**config.mk**
```make
export PLATFORM = sky130hd
export DESIGN_NAME = decoder_scan_param
export DESIGN_NICKNAME = d
export VERILOG_FILES = /design/src/rtl/decoder_scan_param.sv
export SDC_FILE = /design/constraint.sdc
export NUM_CORES = 1
export LEC_CHECK = 0
export BUFFER_PORTS_ARGS = -buffer_cell sky130_fd_sc_hd__buf_4
export CAP_MARGIN = 20
export CELL_PAD_IN_SITES_DETAIL_PLACEMENT = 1
export CELL_PAD_IN_SITES_GLOBAL_PLACEMENT = 1
export CORE_AREA = 4 4 41 43
export CTS_CLUSTER_DIAMETER = 40
export CTS_CLUSTER_SIZE = 14
export DETAILED_ROUTE_END_ITERATION = 8
export DIE_AREA = 0 0 45 47
export PLACE_DENSITY_LB_ADDON = 0.12
export SYNTH_ARGS = -nofsm -noshare
export SYNTH_HDL_FRONTEND = slang
export SYNTH_SLANG_ARGS = --single-unit
```
**constraint.sdc**
```tcl
create_clock -name clk -period 2.3 [get_ports clk]
set_clock_uncertainty 0.1 [all_clocks]
set_input_delay 0.345 -clock clk [delete_from_list [all_inputs] [get_ports clk]]
set_output_delay 0.345 -clock clk [all_outputs]
set_load 0.03 [all_outputs]
```
**src/rtl/decoder_scan_param.sv**
```systemverilog
// decoder_scan_param: registered N-to-2^N one-hot decoder with up/down auto-scan; in clk,reset,enable,mode,address,load; out out,cur_address,wrap
module decoder_scan_param #(
  parameter int ADDR_WIDTH = 2,
  parameter int DWELL      = 1
) (
  input  logic                       clk,
  input  logic                       reset,
  input  logic                       enable,
  input  logic [1:0]                 mode,
  input  logic [ADDR_WIDTH-1:0]      address,
  input  logic                       load,
  output logic [2**ADDR_WIDTH-1:0]   out,
  output logic [ADDR_WIDTH-1:0]      cur_address,
  output logic                       wrap
);
  localparam int OUT_WIDTH = 2**ADDR_WIDTH;
  localparam int DW = DWELL > 1 ? $clog2(DWELL) : 1;
  localparam logic [1:0] M_DIRECT = 2'b00;
  localparam logic [1:0] M_UP     = 2'b01;
  localparam logic [1:0] M_HOLD   = 2'b11;
  logic [ADDR_WIDTH-1:0] cur_q, cur_d;
  logic [DW-1:0]         dwell_q, dwell_d;
  logic                  en_q, en_d, wrap_q, wrap_d;
  logic [1:0]            mode_q, mode_d;
  logic                  last;
  always_comb begin
    en_d    = enable;
    mode_d  = mode;
    cur_d   = cur_q;
    dwell_d = dwell_q;
    wrap_d  = 1'b0;
    last    = dwell_q == DW'(DWELL - 1);
    if (enable) begin
      if (mode != mode_q || mode == M_DIRECT || load) begin
        dwell_d = '0;
        cur_d   = (mode == M_DIRECT || load) ? address : cur_q;
      end else if (mode != M_HOLD) begin
        dwell_d = last ? '0 : dwell_q + DW'(1);
        cur_d   = !last ? cur_q : mode == M_UP ? cur_q + ADDR_WIDTH'(1) : cur_q - ADDR_WIDTH'(1);
        wrap_d  = last && (mode == M_UP ? &cur_q : ~|cur_q);
      end
    end
  end
  always_ff @(posedge clk or posedge reset) begin
    if (reset) begin
      cur_q   <= '0;
      dwell_q <= '0;
      en_q    <= 1'b0;
      mode_q  <= M_DIRECT;
      wrap_q  <= 1'b0;
    end else begin
      cur_q   <= cur_d;
      dwell_q <= dwell_d;
      en_q    <= en_d;
      mode_q  <= mode_d;
      wrap_q  <= wrap_d;
    end
  end
  assign out         = en_q ? {{(OUT_WIDTH-1){1'b0}}, 1'b1} << cur_q : '0;
  assign cur_address = cur_q;
  assign wrap        = wrap_q;
endmodule

```
==> results of run 1 <==
## state kept, by name, indices dropped and copies added, names as in the netlist
register,flops
cur_address,2
mode_q,2
en_q,1
wrap,1
## worst paths after layout
kind | startpoint | end | slack, ns | depth (start not counted)
max | cur_address[0]$_DFFE_PP0P_ | out[2] | 0.67 | 3
min | mode[0] | mode_q[0]$_DFF_PP0_ | 0.16 | 1
max reg2reg | mode_q[0]$_DFF_PP0_ | cur_address[1]$_DFFE_PP0P_ | 0.78 | 4
min reg2reg | cur_address[1]$_DFFE_PP0P_ | cur_address[1]$_DFFE_PP0P_ | 0.60 | 1
max in group asynchronous | reset | en_q$_DFF_PP0_ | 1.42 | 3
min in group asynchronous | reset | mode_q[0]$_DFF_PP0_ | 0.48 | 3
## report_power, final
part           internal [mW]  switching [mW]
clock                 0.0587          0.0338
combinational         0.0467          0.0602
sequential             0.115          0.0161
total                  0.220           0.110
## per-layer routing
layer  routed length, µm  vias to the layer above  global-route usage [%]
li1                    -                      182                       -
met1                 465                      163                   14.32
met2                 492                        7                   16.38
met3                  58                        0                   6.130
met4                   0                        0                       0
met5                   0                        -                       0
## final cells by class
cell class / count / area (µm²)
Fill cell: 157 / 782.0
Multi-Input combinational cell: 28 / 205.2
Sequential cell: 6 / 150.1
Timing Repair Buffer: 15 / 115.1
Clock buffer: 3 / 22.52
Tap cell: 15 / 18.77
Inverter: 2 / 7.507
## critical path, delay by kind of cell, from the launching register on
kind / cells / cell delay, ns
and+or+nand+nor: 1 / 0.17
buffers and inverters: 2 / 0.30
DFF: 1 / 0.48
## kinds of logic after synthesis
kind of cell	synth area share (%)
AOI/OAI and AO/OA	27.94
DFF	41.38
buffers and inverters	2.070
xor gates and xnor gates	7.243
and+or+nand+nor	21.38
## layout by cell type, fill, tap and decap left out
cell / n
sky130_fd_sc_hd__and2b_2: 1
sky130_fd_sc_hd__o31ai_1: 1
sky130_fd_sc_hd__o2111ai_1: 2
sky130_fd_sc_hd__nand2_1: 1
sky130_fd_sc_hd__xor2_1: 1
sky130_fd_sc_hd__nand2b_1: 1
sky130_fd_sc_hd__nor3_1: 1
sky130_fd_sc_hd__dlygate4sd3_1: 1
sky130_fd_sc_hd__nor3b_1: 2
sky130_fd_sc_hd__xnor2_1: 2
sky130_fd_sc_hd__nand3b_1: 1
sky130_fd_sc_hd__buf_4: 14
sky130_fd_sc_hd__o211ai_1: 1
sky130_fd_sc_hd__clkbuf_4: 3
sky130_fd_sc_hd__nor2_1: 2
sky130_fd_sc_hd__o22a_2: 1
sky130_fd_sc_hd__inv_1: 2
sky130_fd_sc_hd__o22ai_1: 1
sky130_fd_sc_hd__a21o_1: 1
sky130_fd_sc_hd__a21oi_1: 1
sky130_fd_sc_hd__nand4bb_1: 1
sky130_fd_sc_hd__and3_1: 2
sky130_fd_sc_hd__o221ai_1: 2
sky130_fd_sc_hd__dfrtp_1: 6
sky130_fd_sc_hd__a22o_1: 1
sky130_fd_sc_hd__a31oi_1: 1
sky130_fd_sc_hd__o21a_1: 1
## per-stage QoR
step,util [%],power (mW)
final,39.90,0.3302
after global routing,39.90,0.3537
after CTS,39.90,0.3379
after detailed placement,37.40,0.2382
after global placement,37.40,0.2359
after floorplan,-,0.1930
## synth_stat cells (2+ instances only)
cell | number | area share [%]
sky130_fd_sc_hd__nor3b_1 | 2 | 4.1
sky130_fd_sc_hd__o221ai_1 | 2 | 4.8
sky130_fd_sc_hd__nor2_1 | 2 | 2.1
sky130_fd_sc_hd__dfrtp_1 | 6 | 41
sky130_fd_sc_hd__o2111ai_1 | 2 | 4.8
sky130_fd_sc_hd__and3_1 | 2 | 3.4
sky130_fd_sc_hd__inv_1 | 2 | 2.1
sky130_fd_sc_hd__xnor2_1 | 2 | 4.8
## timing repair
action                    CTS  global route
hold buffers                1             0
hold endpoints to repair    6             0
buffers inserted            0             0
==> run summary, run 1 <==
* fin crit period: 1.631 ns
* final hold violations: 0
* CP Cell Sequence: inv_1 > and3_1 > buf_4
* Worst VDD drop: 309.0 µV
* first-pass GRT wire length: 1656 µm
* ys flop type: sky130_fd_sc_hd__dfrtp_1
* post-synthesis net count: 44
* non-filler instance count after layout: 69
* final setup margin: 0.6693 ns
* number of enable-type register cells in the synthesized netlist: 0
* period utilisation layout: 70.90%
* Critical-path top delay cell: sky130_fd_sc_hd__dfrtp_1
* Buffers on Ports: 14
* unrepaired setup endpoints after global routing: false
* full die area: 2115 µm²
* post-DR wirelength/cell: 14.72 µm
* TritonCTS clock tree: built
* Overall Global Routing Usage: 10.80%
* count of standard-cell rows: 13
* antenna viol nets, final: 0
* critical path required time: 1.86 ns
* post-placement worst setup slack: 0.7183 ns
* Design Area, Final: 519.2 µm²
* Pwr Density: 635.9 nW/µm²
* vertical die dimension: 47 µm
* worst min-delay path class: input port to register
* Post-Route Hold Slack: 0.1556 ns
* highest attainable clock frequency: 613.2 MHz
* cells resized by post-CTS repair: 0
* global placer's final weighted congestion: 0.7617
* count of mapped cells out of synthesis: 36
* post-route DRC violation count: 0
* yosys synthesis warning count: 0
* core outline area: 1301 µm²
* number of cells after detailed placement: 65
* register bit count reported by yosys: 6
* Max FO, Critical Path: 8
* cell area after synthesis: 362.8 µm²
* maximum clock path buffer count: 2
* via count of the routed design: 352
* Least-Margin Pin Slew: 0.3737 ns
* crit path capture type: primary output
* Critical Setup Path Class: register to primary output
* Pins Over Slew Limit: 0
* latest clock arrival within the worst-skew pair: 0.24 ns
* Total Routed Length: 1016 µm
* clock-pin transition on the worst setup and hold timing paths: 0.04 ns
* GR Overflow Total: 0
* signed area change from the synthesized netlist to the final layout: 43.10%
* total negative slack for setup checks: 0 ns
* 1st-iter DRT viols: 2
* library cells used by synthesis: 24
* Setup-failing EPs final: 0
* maximum level of the CTS H-tree: 1
* critical path startpoint category: register
* worst endpoint data arrival time: 1.19 ns
* via count normalized by instance count: 5.101
* detailed-placement wirelength estimate: 814.3 µm
* initial core utilization: 27.88%
* Max-slew headroom: 75.09%
* sequential element share of the synthesized area: 41.38%
* Sink Count: 6
* die width: 45 µm
* number of clock buffers inserted by TritonCTS: 3
* fraction of layout cells with a size suffix above 1: 35.19%
* leakage power summed over all cells: 0.2356 nW
* via count of the first global-routing pass: 363
* number of nets in the layout: 64
* antenna cells: 0
* placed cell area: 486.7 µm²
* pin count of the biggest net entering global routing: 10
* result of the run: complete, no violations
* average size of a mapped cell: 10.08 µm²
* delay contributed by the slowest stage of the critical path: 0.48 ns
* number of maximum-capacitance constraint violations: 0
* Root Buffer Master: sky130_fd_sc_hd__clkbuf_4
* ports placed on the boundary: 15
* Pre-antenna DRT Iters: 2
* async set or reset register ratio after synthesis: 100.0%
* antenna violations before repair: 0
(Power assumes the default switching activity.)
==> run 2, diff against run 1 <==
--- a/config.mk
+++ b/config.mk
@@ -5,15 +5,16 @@
 export SDC_FILE = /design/constraint.sdc
 export NUM_CORES = 1
 export LEC_CHECK = 0
+export ABC_AREA = 1
 export BUFFER_PORTS_ARGS = -buffer_cell sky130_fd_sc_hd__buf_4
 export CAP_MARGIN = 20
 export CELL_PAD_IN_SITES_DETAIL_PLACEMENT = 1
 export CELL_PAD_IN_SITES_GLOBAL_PLACEMENT = 1
-export CORE_AREA = 4 4 41 43
+export CORE_MARGIN = 4
+export CORE_UTILIZATION = 30
 export CTS_CLUSTER_DIAMETER = 40
 export CTS_CLUSTER_SIZE = 14
 export DETAILED_ROUTE_END_ITERATION = 8
-export DIE_AREA = 0 0 45 47
 export PLACE_DENSITY_LB_ADDON = 0.12
 export SYNTH_ARGS = -nofsm -noshare
 export SYNTH_HDL_FRONTEND = slang
==> constraint.sdc (replaced) <==
create_clock -name clk -period 1.6 [get_ports clk]
set_clock_uncertainty 0.1 [all_clocks]
set_input_delay 0.24 -clock clk [delete_from_list [all_inputs] [get_ports clk]]
set_output_delay 0.24 -clock clk [all_outputs]
set_load 0.03 [all_outputs]
==> run summary, run 2 <==
* count leader, synth: sky130_fd_sc_hd__nand2_1
* via count normalized by instance count: 4.615
* Critical-path top delay cell: sky130_fd_sc_hd__dfrtp_2
* total negative slack for setup checks: 0 ns
* total chip power: 0.5055 mW
* area share of the leading cell type in the synthesized netlist: 37.50%
* library cells used by synthesis: 13
* Critical Path Source: cur_address[1]$_DFFE_PP0P_
* leading cell types by total area after synthesis: sky130_fd_sc_hd__dfrtp_1 38%, sky130_fd_sc_hd__nand2_1 24%, sky130_fd_sc_hd__inv_1 6.6%
* cell-internal power: 0.3219 mW
* yosys synthesis warning count: 0
* Critical Setup Path Class: register to primary output
* antenna viol nets, final: 0
* post-route DRC violation count: 0
* latest clock arrival within the worst-skew pair: 0.24 ns
* cell area after synthesis: 400.4 µm²
* detailed-placement wirelength estimate: 866.2 µm
* async set or reset register ratio after synthesis: 100.0%
* number of nets in the layout: 87
* average size of a mapped cell: 6.786 µm²
* fin crit period: 1.498 ns
* Post-Route Hold Slack: 0.03266 ns
* vertical die dimension: 44.53 µm
* delay contributed by the slowest stage of the critical path: 0.44 ns
* initial core utilization: 33.76%
* Max FO, Critical Path: 6
* fraction of layout cells with a size suffix above 1: 40.26%
* Worst VDD drop: 401.4 µV
* share of the core filled with cells in the final layout: 48.10%
* post-DR wirelength/cell: 11.59 µm
* start point of the worst hold path: enable
* Root Buffer Master: sky130_fd_sc_hd__clkbuf_4
* ports placed on the boundary: 15
* crit path capture type: primary output
* switching part of the total power: 36.32%
* highest attainable clock frequency: 667.4 MHz
* sequential element share of the synthesized area: 37.50%
* most frequent cells in the layout: 25 x sky130_fd_sc_hd__nand2_1, 14 x sky130_fd_sc_hd__buf_4, 6 x sky130_fd_sc_hd__inv_1, 5 x sky130_fd_sc_hd__nand2_2
* global placer's final weighted congestion: 0.7388
* critical path required time: 1.26 ns
* number of clock buffers inserted by TritonCTS: 3
* non-filler instance count after layout: 91
* register bit count reported by yosys: 6
* 1st-iter DRT viols: 8
* number of cells after detailed placement: 87
* ys flop type: sky130_fd_sc_hd__dfrtp_1
* biggest area consumer among synthesized cells: sky130_fd_sc_hd__dfrtp_1
* clock-pin transition on the worst setup and hold timing paths: 0.04 ns
* worst min-delay path class: input port to register
* Net Switching: 0.1836 mW
* Reg2Reg Capture Point: cur_address[1]$_DFFE_PP0P_
* die width: 44.53 µm
* result of the run: complete, no violations
* Sink Count: 6
* final hold violations: 0
* count of standard-cell rows: 12
* via count of the first global-routing pass: 437
* Least-Margin Pin Slew: 0.2103 ns
* number of maximum-capacitance constraint violations: 0
* maximum clock path buffer count: 2
* core outline area: 1186 µm²
* Setup-failing EPs final: 0
* Total Routed Length: 1055 µm
* critical path startpoint category: register
* Overall Global Routing Usage: 12.19%
* proportion of power drawn by flip-flops and latches: 36.9%
* reg-to-reg setup timing slack: 0.37 ns
* full die area: 1983 µm²
* top cells by count, synth: 26 x sky130_fd_sc_hd__nand2_1, 7 x sky130_fd_sc_hd__inv_1, 6 x sky130_fd_sc_hd__dfrtp_1
* part of the total power dissipated in the clock network: 26.9%
* worst endpoint data arrival time: 1.16 ns
* TritonCTS clock tree: built
* Buffers on Ports: 14
* first-pass GRT wire length: 1745 µm
* unrepaired setup endpoints after global routing: false
* power share of the combinational group: 36.2%
* period utilisation layout: 93.65%
* antenna violations before repair: 0
* antenna cells: 0
* GR Overflow Total: 0
* RR Startpoint: cur_address[1]$_DFFE_PP0P_
* most common cell after layout, fill and taps aside: sky130_fd_sc_hd__nand2_1
* number of enable-type register cells in the synthesized netlist: 0
* Pins Over Slew Limit: 0
* via count of the routed design: 420
* depth of the worst register-to-register path: 9
* CP Cell Sequence: inv_1 > nand2_2 > nor2_1 > buf_4
* Pre-antenna DRT Iters: 4
* pin count of the biggest net entering global routing: 7
* signed area change from the synthesized netlist to the final layout: 42.50%
* maximum level of the CTS H-tree: 1
* endpoint of the worst setup timing path: out[1]
* Max-slew headroom: 85.96%
* post-synthesis net count: 67
* count of mapped cells out of synthesis: 59
* leakage power summed over all cells: 0.3184 nW
* Pwr Density: 886.0 nW/µm²
## run 2: cell types whose count changed after synthesis, sizes merged, moves of 2 or more
cell    delta
nor3b      -2
o221ai     -2
nand2     +29
inv        +7
nand3      +4
and3       -2
nor2       +2
## run 2: what timing repair did
action | 4_1_cts | 5_1_grt
setup endpoints to repair | 0 | 2
resized for setup | 0 | 4
buffers inserted | 0 | 0
hold endpoints to repair | 6 | 0
hold buffers | 1 | 0
## run 2: routing by layer
metal | global-route usage, % | part of all wire, % | vias up
met5 | 0 | 0 | -
met4 | 9.036 | 1.6 | 0
met3 | 2.439 | 5.8 | 2
met2 | 18.62 | 49 | 13
met1 | 14.88 | 43 | 187
li1 | - | - | 218
## run 2: logic make-up after synthesis
logic type             after synthesis  synth area share [%]
AO/OA/AOI/OAI                        3                 8.127
XOR/XNOR                             1                 2.188
buffers and inverters                9                 8.439
flip-flops                           6                 37.50
AND/OR/NAND/NOR                     40                 43.75
## run 2: worst min-delay path by stage
stage / to / slack [ns] / depth (start not counted)
after detailed placement: wrap$_DFF_PP0_ / 0.07 / 2
after CTS: en_q$_DFF_PP0_ / 0.03 / 1
final: en_q$_DFF_PP0_ / 0.03 / 1
after global placement: mode_q[0]$_DFF_PP0_ / 0.07 / 2
after floorplan: cur_address[0]$_DFFE_PP0P_ / -0.07 / 1
after global routing: en_q$_DFF_PP0_ / 0.03 / 1
## run 2: critical path, delay by kind of cell, from the launching register on
family	cells	cell delay [ns]
AND/OR/NAND/NOR	2	0.20
buffers and inverters	2	0.27
flip-flops	1	0.44
## run 2: power groups by stage
| stage | registers [mW] | clock network [mW] | logic, mW |
|---|---|---|---|
| 2_1_floorplan | 0.199 | 0 | 0.0996 |
| 3_5_place_dp | 0.186 | 0 | 0.181 |
| 4_1_cts | 0.184 | 0.143 | 0.183 |
| 6_report | 0.186 | 0.136 | 0.183 |
| 3_3_place_gp | 0.186 | 0 | 0.178 |
| 5_1_grt | 0.189 | 0.155 | 0.202 |
## run 2: through the flow
step	instance area, µm²	setup WS [ns]
after floorplan	410.4	0.08147
after global routing	570.5	0.02050
after detailed placement	533.0	0.2866
after global placement	533.0	0.3005
final	570.5	0.1016
after CTS	565.5	0.04839
## run 2: layout make-up
type	instances	area [µm²]
Fill cell	161	615.6
Multi-Input combinational cell	44	229.0
Sequential cell	6	152.6
Timing Repair Buffer	15	115.1
Inverter	9	33.78
Clock buffer	3	22.52
Tap cell	14	17.52
